==> src/rtl/rf_pkg.sv <==
// Shared widths and the writeback-source encoding for the register-file
// writeback scheduler and its scoreboard.
package rf_pkg;

    localparam int XLEN   = 32;
    localparam int NREG   = 32;
    localparam int REG_AW = 5;

    // Which source owns the registered write-port slot this cycle.
    typedef enum logic [1:0] {
        WB_NONE,
        WB_PIPE,
        WB_LU
    } wb_src_e;

endpackage

==> src/rtl/rf_scoreboard.sv <==
// Busy-bit scoreboard for registers with a long-latency (LU) write in flight.
// Issue of an LU instruction marks its destination busy; the LU writeback
// clears it. Stall is computed from the registered busy bits only.
module rf_scoreboard
    import rf_pkg::*;
(
    input  logic              clk,
    input  logic              rst,
    input  logic              issue_valid,
    input  logic [REG_AW-1:0] issue_rs1,
    input  logic [REG_AW-1:0] issue_rs2,
    input  logic [REG_AW-1:0] issue_rd,
    input  logic              issue_uses_lu,
    input  logic              lu_fire,
    input  logic [REG_AW-1:0] lu_rd,
    output logic              issue_stall,
    output logic [NREG-1:0]   busy_mask
);

    logic [NREG-1:0] busy_q;
    logic [NREG-1:0] busy_d;
    logic            rs1_hit;
    logic            rs2_hit;
    logic            rd_hit;
    logic            issue_fire;

    // Hazard compare against registered busy; x0 never hazards.
    always_comb begin
        rs1_hit     = (issue_rs1 != '0) && busy_q[issue_rs1];
        rs2_hit     = (issue_rs2 != '0) && busy_q[issue_rs2];
        rd_hit      = (issue_rd  != '0) && busy_q[issue_rd];
        issue_stall = issue_valid && (rs1_hit || rs2_hit || rd_hit);
        issue_fire  = issue_valid && !issue_stall;
    end

    // Clear first, then set, so a same-cycle set on the same bit wins.
    always_comb begin
        busy_d = busy_q;
        if (lu_fire) begin
            busy_d[lu_rd] = 1'b0;
        end
        if (issue_fire && issue_uses_lu && (issue_rd != '0)) begin
            busy_d[issue_rd] = 1'b1;
        end
        busy_d[0] = 1'b0;
    end

    // Busy register, cleared asynchronously so in-flight LU ops are forgotten.
    always_ff @(posedge clk or posedge rst) begin
        if (rst) begin
            busy_q <= '0;
        end else begin
            busy_q <= busy_d;
        end
    end

    assign busy_mask = busy_q;

endmodule

==> src/rtl/rf_wb_scheduler.sv <==
// Register-file writeback scheduler: arbitrates the single RF write port
// between the main pipeline and a long-latency unit (pipe has priority, LU
// gets a forced grant after STARVE_LIMIT waiting cycles), registers the
// write port, and hosts the issue-side scoreboard.
module rf_wb_scheduler
    import rf_pkg::*;
#(
    parameter int STARVE_LIMIT = 4
) (
    input  logic              clk,
    input  logic              rst,
    input  logic              pipe_valid,
    input  logic [REG_AW-1:0] pipe_rd,
    input  logic [XLEN-1:0]   pipe_data,
    output logic              pipe_ready,
    input  logic              lu_valid,
    input  logic [REG_AW-1:0] lu_rd,
    input  logic [XLEN-1:0]   lu_data,
    output logic              lu_ready,
    input  logic              issue_valid,
    input  logic [REG_AW-1:0] issue_rs1,
    input  logic [REG_AW-1:0] issue_rs2,
    input  logic [REG_AW-1:0] issue_rd,
    input  logic              issue_uses_lu,
    output logic              issue_stall,
    output logic              rf_we,
    output logic [REG_AW-1:0] rf_waddr,
    output logic [XLEN-1:0]   rf_wdata,
    output logic [NREG-1:0]   busy_mask
);

    // Counter must be able to hold STARVE_LIMIT itself.
    localparam int CNT_W = (STARVE_LIMIT < 1) ? 1 : $clog2(STARVE_LIMIT + 1);
    localparam logic [CNT_W-1:0] STARVE_MAX = CNT_W'(STARVE_LIMIT);

    logic [CNT_W-1:0]  starve_cnt_q;
    logic [CNT_W-1:0]  starve_cnt_d;
    logic              starve_hit;
    logic              pipe_fire;
    logic              lu_fire;
    wb_src_e           wb_src_q;
    wb_src_e           wb_src_d;
    logic [REG_AW-1:0] waddr_q;
    logic [REG_AW-1:0] waddr_d;
    logic [XLEN-1:0]   wdata_q;
    logic [XLEN-1:0]   wdata_d;

    // Fixed-priority grant with starvation override; at most one fire.
    always_comb begin
        starve_hit = lu_valid && (starve_cnt_q == STARVE_MAX);
        lu_ready   = lu_valid && (!pipe_valid || starve_hit);
        pipe_ready = !starve_hit;
        pipe_fire  = pipe_valid && pipe_ready;
        lu_fire    = lu_valid && lu_ready;
    end

    // Starvation counter: count LU waiting cycles, saturate, clear on fire or idle.
    always_comb begin
        starve_cnt_d = starve_cnt_q;
        if (!lu_valid || lu_fire) begin
            starve_cnt_d = '0;
        end else if (starve_cnt_q != STARVE_MAX) begin
            starve_cnt_d = starve_cnt_q + 1'b1;
        end
    end

    // Next write-port contents; fires to x0 complete but commit nothing.
    always_comb begin
        wb_src_d = WB_NONE;
        waddr_d  = waddr_q;
        wdata_d  = wdata_q;
        if (lu_fire && (lu_rd != '0)) begin
            wb_src_d = WB_LU;
            waddr_d  = lu_rd;
            wdata_d  = lu_data;
        end else if (pipe_fire && (pipe_rd != '0)) begin
            wb_src_d = WB_PIPE;
            waddr_d  = pipe_rd;
            wdata_d  = pipe_data;
        end
    end

    // Write-port and counter registers; async reset drops any pending write.
    always_ff @(posedge clk or posedge rst) begin
        if (rst) begin
            starve_cnt_q <= '0;
            wb_src_q     <= WB_NONE;
            waddr_q      <= '0;
            wdata_q      <= '0;
        end else begin
            starve_cnt_q <= starve_cnt_d;
            wb_src_q     <= wb_src_d;
            waddr_q      <= waddr_d;
            wdata_q      <= wdata_d;
        end
    end

    assign rf_we    = (wb_src_q != WB_NONE);
    assign rf_waddr = waddr_q;
    assign rf_wdata = wdata_q;

    rf_scoreboard u_scoreboard (
        .clk           (clk),
        .rst           (rst),
        .issue_valid   (issue_valid),
        .issue_rs1     (issue_rs1),
        .issue_rs2     (issue_rs2),
        .issue_rd      (issue_rd),
        .issue_uses_lu (issue_uses_lu),
        .lu_fire       (lu_fire),
        .lu_rd         (lu_rd),
        .issue_stall   (issue_stall),
        .busy_mask     (busy_mask)
    );

endmodule

==> config.mk <==
export PLATFORM = sky130hd
export DESIGN_NAME = rf_wb_scheduler
export DESIGN_NICKNAME = d
export VERILOG_FILES = /design/src/rtl/rf_pkg.sv /design/src/rtl/rf_scoreboard.sv /design/src/rtl/rf_wb_scheduler.sv
export SDC_FILE = /design/constraint.sdc
export NUM_CORES = 1
export LEC_CHECK = 0
export ABC_CLOCK_PERIOD_IN_PS = 1920
export BUFFER_PORTS_ARGS = -buffer_cell sky130_fd_sc_hd__clkbuf_2
export CAP_MARGIN = 30
export CORE_MARGIN = 2
export CORE_UTILIZATION = 25
export CTS_BUF_LIST = sky130_fd_sc_hd__clkbuf_16
export CTS_CLUSTER_SIZE = 20
export DETAILED_ROUTE_END_ITERATION = 16
export GPL_ROUTABILITY_DRIVEN = 0
export HOLD_SLACK_MARGIN = 0.12
export SLEW_MARGIN = 15
export SYNTH_ARGS = -nofsm -noshare
export SYNTH_HDL_FRONTEND = slang
export SYNTH_SLANG_ARGS = --single-unit
==> constraint.sdc <==
create_clock -name clk -period 1.92 [get_ports clk]
set_input_delay 0.096 -clock clk [delete_from_list [all_inputs] [get_ports clk]]
set_output_delay 0.096 -clock clk [all_outputs]
set_load 0.05 [all_outputs]
==> results of run 1 <==
final cells by class:
type                       instances  area share
sequential                        73      0.2409
multi-input combinational        335      0.3567
inverter                           7    0.003902
clock inverter                     7     0.01544
tap                              229     0.03723
timing repair buffer             327      0.3165
clock buffer                       9     0.02926
path summary, 6_finish.rpt:
| check | slack [ns] | end | start |
|---|---|---|---|
| setup / recovery | -0.53 | issue_stall | u_scoreboard.busy_mask[14]$_DFF_PP0_ |
| hold / removal | 0.14 | rf_wdata[6]$_DFFE_PP0P_ | pipe_data[6] |
| setup reg to reg | -0.46 | u_scoreboard.busy_mask[4]$_DFF_PP0_ | u_scoreboard.busy_mask[14]$_DFF_PP0_ |
| hold reg to reg | 0.46 | starve_cnt_q[0]$_DFFE_PP0P_ | starve_cnt_q[0]$_DFFE_PP0P_ |
| max in group asynchronous | 0.90 | rf_wdata[2]$_DFFE_PP0P_ | rst |
| min in group asynchronous | 0.41 | u_scoreboard.busy_mask[28]$_DFF_PP0_ | rst |
synthesized netlist by cell type (4+ instances only):
| library cell | number | area [um2] |
|---|---|---|
| mux2_1 | 4 | 45.04 |
| mux2i_1 | 45 | 450.4 |
| dfrtp_1 | 73 | 1827 |
| o21ai_0 | 50 | 250.2 |
| mux4_2 | 10 | 225.2 |
| buf_6 | 4 | 45.04 |
| o21ai_1 | 14 | 70.07 |
| nand3b_1 | 8 | 60.06 |
| nor2b_1 | 6 | 37.54 |
| nand4_1 | 12 | 75.07 |
| nand3_1 | 20 | 100.1 |
| clkbuf_1 | 18 | 67.56 |
| o31ai_2 | 27 | 337.8 |
| buf_2 | 9 | 45.04 |
| a22oi_1 | 9 | 67.56 |
| inv_1 | 6 | 22.52 |
| nor2_1 | 13 | 48.80 |
| nand2_1 | 57 | 214.0 |
| nor3b_1 | 4 | 30.03 |
sequential cells by signal (all words and copies together), names as in the netlist:
name	count
rf_waddr	5
u_scoreboard.busy_mask	31
starve_cnt_q	3
wb_src_q	2
rf_wdata	32
placed cells by master (no fill, tap or decap), types with 3 or more instances in the layout:
cell,netlist,routed
clkbuf_2,0,164
buf_4,3,74
dlygate4sd3_1,0,72
nand2_1,57,56
dfrtp_1,73,51
mux2i_1,45,43
o21ai_0,50,42
dfrtp_2,0,22
o21ai_1,14,19
nand3_1,20,19
o31ai_4,0,14
o31ai_2,27,14
nor2_1,13,12
nand4_1,12,12
mux4_2,10,11
clkbuf_16,0,10
buf_12,0,10
a22oi_1,9,9
nand3b_1,8,8
nor2b_1,6,6
inv_1,6,5
nor3b_1,4,4
mux2_1,4,4
nand4b_1,3,3
nor4_1,3,3
and3_1,3,3
o22ai_1,3,3
mux2_2,3,3
nor3_1,3,3
o21ai_2,2,3
clkinvlp_4,0,3
bufinv_16,0,3
buf_6,4,3
worst max-delay path: stages (launching register included):
cell,delay (ns)
dfrtp_2,0.42
mux4_2,0.48
mux2i_1,0.17
nor3b_1,0.08
a211oi_2,0.22
o2111ai_4,0.18
o31a_4,0.32
buf_8,0.15
stage by stage:
step                hold slack (ns)  std cells  area, um2
CTS                          0.1356        986       7589
global route                 0.1315        987       7696
floorplan                    0.2128        451       4730
detailed placement           0.2379        894       6290
global placement             0.2331        894       6290
finish                       0.1407        987       7696
logic make-up after synthesis:
| kind of cell | Yosys count | synth area share |
|---|---|---|
| other | 1 | 0.0008241 |
| adders and majority gates | 2 | 0.005498 |
| and+or+nand+nor | 146 | 0.1653 |
| muxes | 63 | 0.1716 |
| AOI/OAI and AO/OA | 122 | 0.2065 |
| xor gates and xnor gates | 1 | 0.001925 |
| DFF | 73 | 0.4014 |
| buffers and inverters | 43 | 0.04701 |
routing by layer:
metal / vias to the layer above / routed length [um] / GRT usage / part of all wire
met2: 225 / 9017 / 0.3241 / 0.49
met5: - / 0 / 0 / 0
li1: 2297 / - / - / -
met1: 2331 / 7377 / 0.2241 / 0.40
met4: 0 / 623 / 0.08347 / 0.034
met3: 42 / 1340 / 0.03867 / 0.073
repair_timing:
action	CTS	global route
hold endpoints to repair	70	0
resized for setup	28	13
gates cloned	2	1
hold buffers	72	0
setup endpoints to repair	32	51
buffers inserted	2	1
pin swaps	3	3
power by group through the flow:
stage	logic [mW]	clock network (mW)	registers [mW]
after floorplan	0.698	0	2.56
final	2.44	1.93	1.90
after global placement	2.11	0	1.90
after global routing	2.57	2.02	1.92
after detailed placement	2.12	0	1.92
after CTS	2.39	1.97	1.89
==> results.tsv, run 1 <==
metric	value	unit
final core occ	0.4299	
cell area after synthesis	4551	um2
Fmax	407.8	MHz
GR Util All Layers	0.1870	
final setup fails	32	
CTS Buffer Depth	2	
Worst-path clk slew	0.06	ns
WL/cell	18.60	um
final worst-path cycle share	1.277	
IR drop worst, VDD	0.4032	mV
worst endpoint required time	1.82	ns
area of the core	17900	um2
DRC viols	0	
Clock Root Buffer	clkbuf_16	
Worst Setup End Kind	output port	
CP arrival	2.36	ns
Post-synth top flop	dfrtp_1	
LEAKAGE	3.509	nW
initial antenna violation count	0	
first-pass GRT wire length	28310	um
Syn Inst Count	451	
Worst Skew	0.008891	ns
multi-input logic area	2745	um2
DIE AREA	19300	um2
Worst Setup Path Type	register to output port	
R2R depth	10	
WHS Path Cells	3	
share of cells above drive strength 1	0.4763	
GRT overflow	0	
YS warnings	0	
startpoint types	register	
nets@finish	850	
First-pass DRT Iterations	5	
Comb power frac	0.389	
Slew HR	0.5238	
Slew @ Worst Pin	0.7128	ns
Iteration-0 DRC Markers	322	
fill cell count	1651	
total net switching power	2.331	mW
CP Max Fanout	4	
vias per inst	4.959	
RSZ-0062 raised after global routing	true	
Mapped Avg Cell Area	10.09	um2
setup ws final	-0.5321	ns
HP Class	input port to register	
clock power share	0.308	
Net Sw Frac	0.3717	
Post-synth EDFFs	0	
total power	6.271	mW
Hold Fails Final Rpt	0	
# port buffers	166	
Initial Util	0.2542	
Sinks on Clock Net	73	
via count	4895	
sequential element share of the synthesized area	0.4014	
FF+latch count, synth	73	
Post-DP HPWL	13260	um
area grow syn2layout	69.12	%
Place WS	-0.3742	ns
# diodes	0	
Synth cell types	58	
setup tns final	-12.44	ns
Die H	138.9	um
I/O pin total	168	
asr flop ratio synth	1.000	
vias in the first global route	5090	
Flop pwr share	0.303	
pin count of the biggest net entering global routing	51	
Max-cap violations	0	
number of buffers created by CTS	9	
Final Critical Period	2.452	ns
DRT antenna net count	0	
Int Power	3.940	mW
status	finished, violations left	
Max H-tree Level	3	
CTS tree	built	
clk_lat worst skew	0.33	ns
PwrDens	814.8	nW/um2
synthesized net count	548	
register area	1854	um2
# rows	49	
WL final	18360	um
Die Width	138.9	um
Final Max Tran Viols	0	
failing checks	setup timing	
No activity file was read; power rests on OpenSTA's default activity.
==> run 2: changes to the inputs <==
--- a/config.mk
+++ b/config.mk
@@ -15,6 +15,7 @@
 export DETAILED_ROUTE_END_ITERATION = 16
 export GPL_ROUTABILITY_DRIVEN = 0
 export HOLD_SLACK_MARGIN = 0.12
+export MAX_ROUTING_LAYER = met4
 export SLEW_MARGIN = 15
 export SYNTH_ARGS = -nofsm -noshare
 export SYNTH_HDL_FRONTEND = slang
==> run 2 against run 1 <==
  * The flow still finishes with violations (setup timing)
  * Sequential cell count unchanged
  * Non-clock buffer count unchanged
  * Critical path depth unchanged
  * Worst setup slack better by 0.0034 ns
  * Sequential share of layout area unchanged
  * Critical path type unchanged
  * Highest routed layer unchanged
==> results.tsv, run 2 (synthesized netlist as in run 1, its figures left out) <==
metric	value	unit	change
fill cell count	1651		unchanged
# diodes	0		unchanged
Iteration-0 DRC Markers	310		-3.7%
number of buffers created by CTS	9		unchanged
Non-Filler Instances	987		unchanged
DRC viols	0		unchanged
Max H-tree Level	3		unchanged
RSZ-0062 raised after global routing	true		
pin count of the biggest net entering global routing	51		unchanged
commonest cells after routing, fill and taps aside	clkbuf_2, buf_4, dlygate4sd3_1		
Clock Root Buffer	clkbuf_16		
Die H	138.9	um	unchanged
HP Class	input port to register		
area grow syn2layout	69.12	%	unchanged
final worst-path cycle share	1.275		-0.001765
total power	6.266	mW	about the same
LEAKAGE	3.509	nW	unchanged
failing checks	setup timing		
startpoint types	register		
Worst Skew	0.01019	ns	+0.001296 ns
Sinks on Clock Net	73		unchanged
final setup fails	32		unchanged
# rows	49		unchanged
I/O pin total	168		unchanged
Fmax	408.4	MHz	+0.14%
Largest register FFs	32		unchanged
Initial Util	0.2542		unchanged
PwrDens	814.2	nW/um2	about the same
CP Max Fanout	3		-1
area of the core	17900	um2	unchanged
share of cells above drive strength 1	0.4763		unchanged
First-pass DRT Iterations	5		unchanged
DIE AREA	19300	um2	unchanged
vias in the first global route	5093		+0.059%
status	finished, violations left		
Worst Setup Path Type	register to output port		
Hold Fails Final Rpt	0		unchanged
CTS tree	built		
# port buffers	166		unchanged
GRT overflow	0		unchanged
Final Max Tran Viols	0		unchanged
IR drop worst, VDD	0.4032	mV	about the same
dpl cells	894		unchanged
CP arrival	2.35	ns	about the same
CTS Buffer Depth	2		unchanged
GR Util All Layers	0.1927		+0.005643
worst endpoint required time	1.82	ns	about the same
most common cell after layout, fill and taps aside	clkbuf_2		
clk_lat worst skew	0.33	ns	about the same
Final Critical Period	2.449	ns	-0.003389 ns
Worst-path clk slew	0.06	ns	about the same
Max-cap violations	0		unchanged
Post-DP HPWL	13260	um	unchanged
via count	4904		+0.18%
first-pass GRT wire length	28300	um	about the same
DRT antenna net count	0		unchanged
nets@finish	850		unchanged
vias per inst	4.969		+0.18%
Worst Setup End Kind	output port		
initial antenna violation count	0		unchanged
Die Width	138.9	um	unchanged
setup ws final	-0.5287	ns	+0.003389 ns
Slew HR	0.5096		-0.01421
WL final	18350	um	about the same
Slew @ Worst Pin	0.7341	ns	+0.02128 ns
WL/cell	18.59	um	about the same
==> run 2: cell counts in the layout (fill, tap and decap cells not counted) <==
Identical to the previous run, type by type.
==> run 2: metrics by stage <==
stage | instance area, um2 | setup WS [ns] | TNS (ns) | utilization | hold WS [ns]
after CTS | 7589 | -0.5943 | -13.03 | 0.4239 | 0.1356
after global placement | 6290 | -0.2972 | -5.921 | 0.3513 | 0.2331
after global routing | 7696 | -0.6186 | -15.21 | 0.4299 | 0.1315
after floorplan | 4730 | -0.1890 | -4.234 | - | 0.2128
after detailed placement | 6290 | -0.3742 | -6.661 | 0.3513 | 0.2379
final | 7696 | -0.5287 | -12.34 | 0.4299 | 0.1360
==> run 2: per-layer routing <==
layer	global-route usage	routed length, um
met1	0.2259	7577
met4	0.08347	566
met3	0.03591	1182
met5	-	0
met2	0.3241	9020
==> run 2: area by class of cell <==
cell class / instances / area [um2] / area share
inverter: 7 / 30.03 / 0.003902
clock buffer: 9 / 225.2 / 0.02926
multi-input combinational: 335 / 2745 / 0.3567
timing repair buffer: 327 / 2436 / 0.3165
tap: 229 / 286.5 / 0.03723
clock inverter: 7 / 118.9 / 0.01544
sequential: 73 / 1854 / 0.2409
==> run 2: critical path, stage by stage, from the launching register on <==
cell	delay, ns
dfrtp_2	0.42
mux4_2	0.48
nor2_2	0.11
a2111oi_1	0.07
a211oi_2	0.28
o2111ai_4	0.18
o31a_4	0.32
buf_8	0.15
==> run 2: power breakdown <==
group,internal [mW],switching [mW]
sequential,1.74,0.158
clock,1.27,0.656
combinational,0.931,1.51
total,3.94,2.33
==> run 2: worst paths after layout <==
check	start	end	slack, ns	depth (start not counted)
setup / recovery	u_scoreboard.busy_mask[24]$_DFF_PP0_	issue_stall	-0.53	7
hold / removal	pipe_data[6]	rf_wdata[6]$_DFFE_PP0P_	0.14	3
setup reg to reg	u_scoreboard.busy_mask[24]$_DFF_PP0_	u_scoreboard.busy_mask[4]$_DFF_PP0_	-0.46	10
hold reg to reg	starve_cnt_q[0]$_DFFE_PP0P_	starve_cnt_q[0]$_DFFE_PP0P_	0.46	1
max in group asynchronous	rst	rf_wdata[2]$_DFFE_PP0P_	0.88	4
min in group asynchronous	rst	u_scoreboard.busy_mask[28]$_DFF_PP0_	0.43	3
==> run 2: repair_timing <==
action / in CTS / in global routing
gates resized for setup: 28 / 13
cloned: 2 / 1
setup buffers: 2 / 1
hold buffers: 72 / 0
setup endpoints to repair: 32 / 51
hold endpoints to repair: 70 / 0
pin swaps: 3 / 3
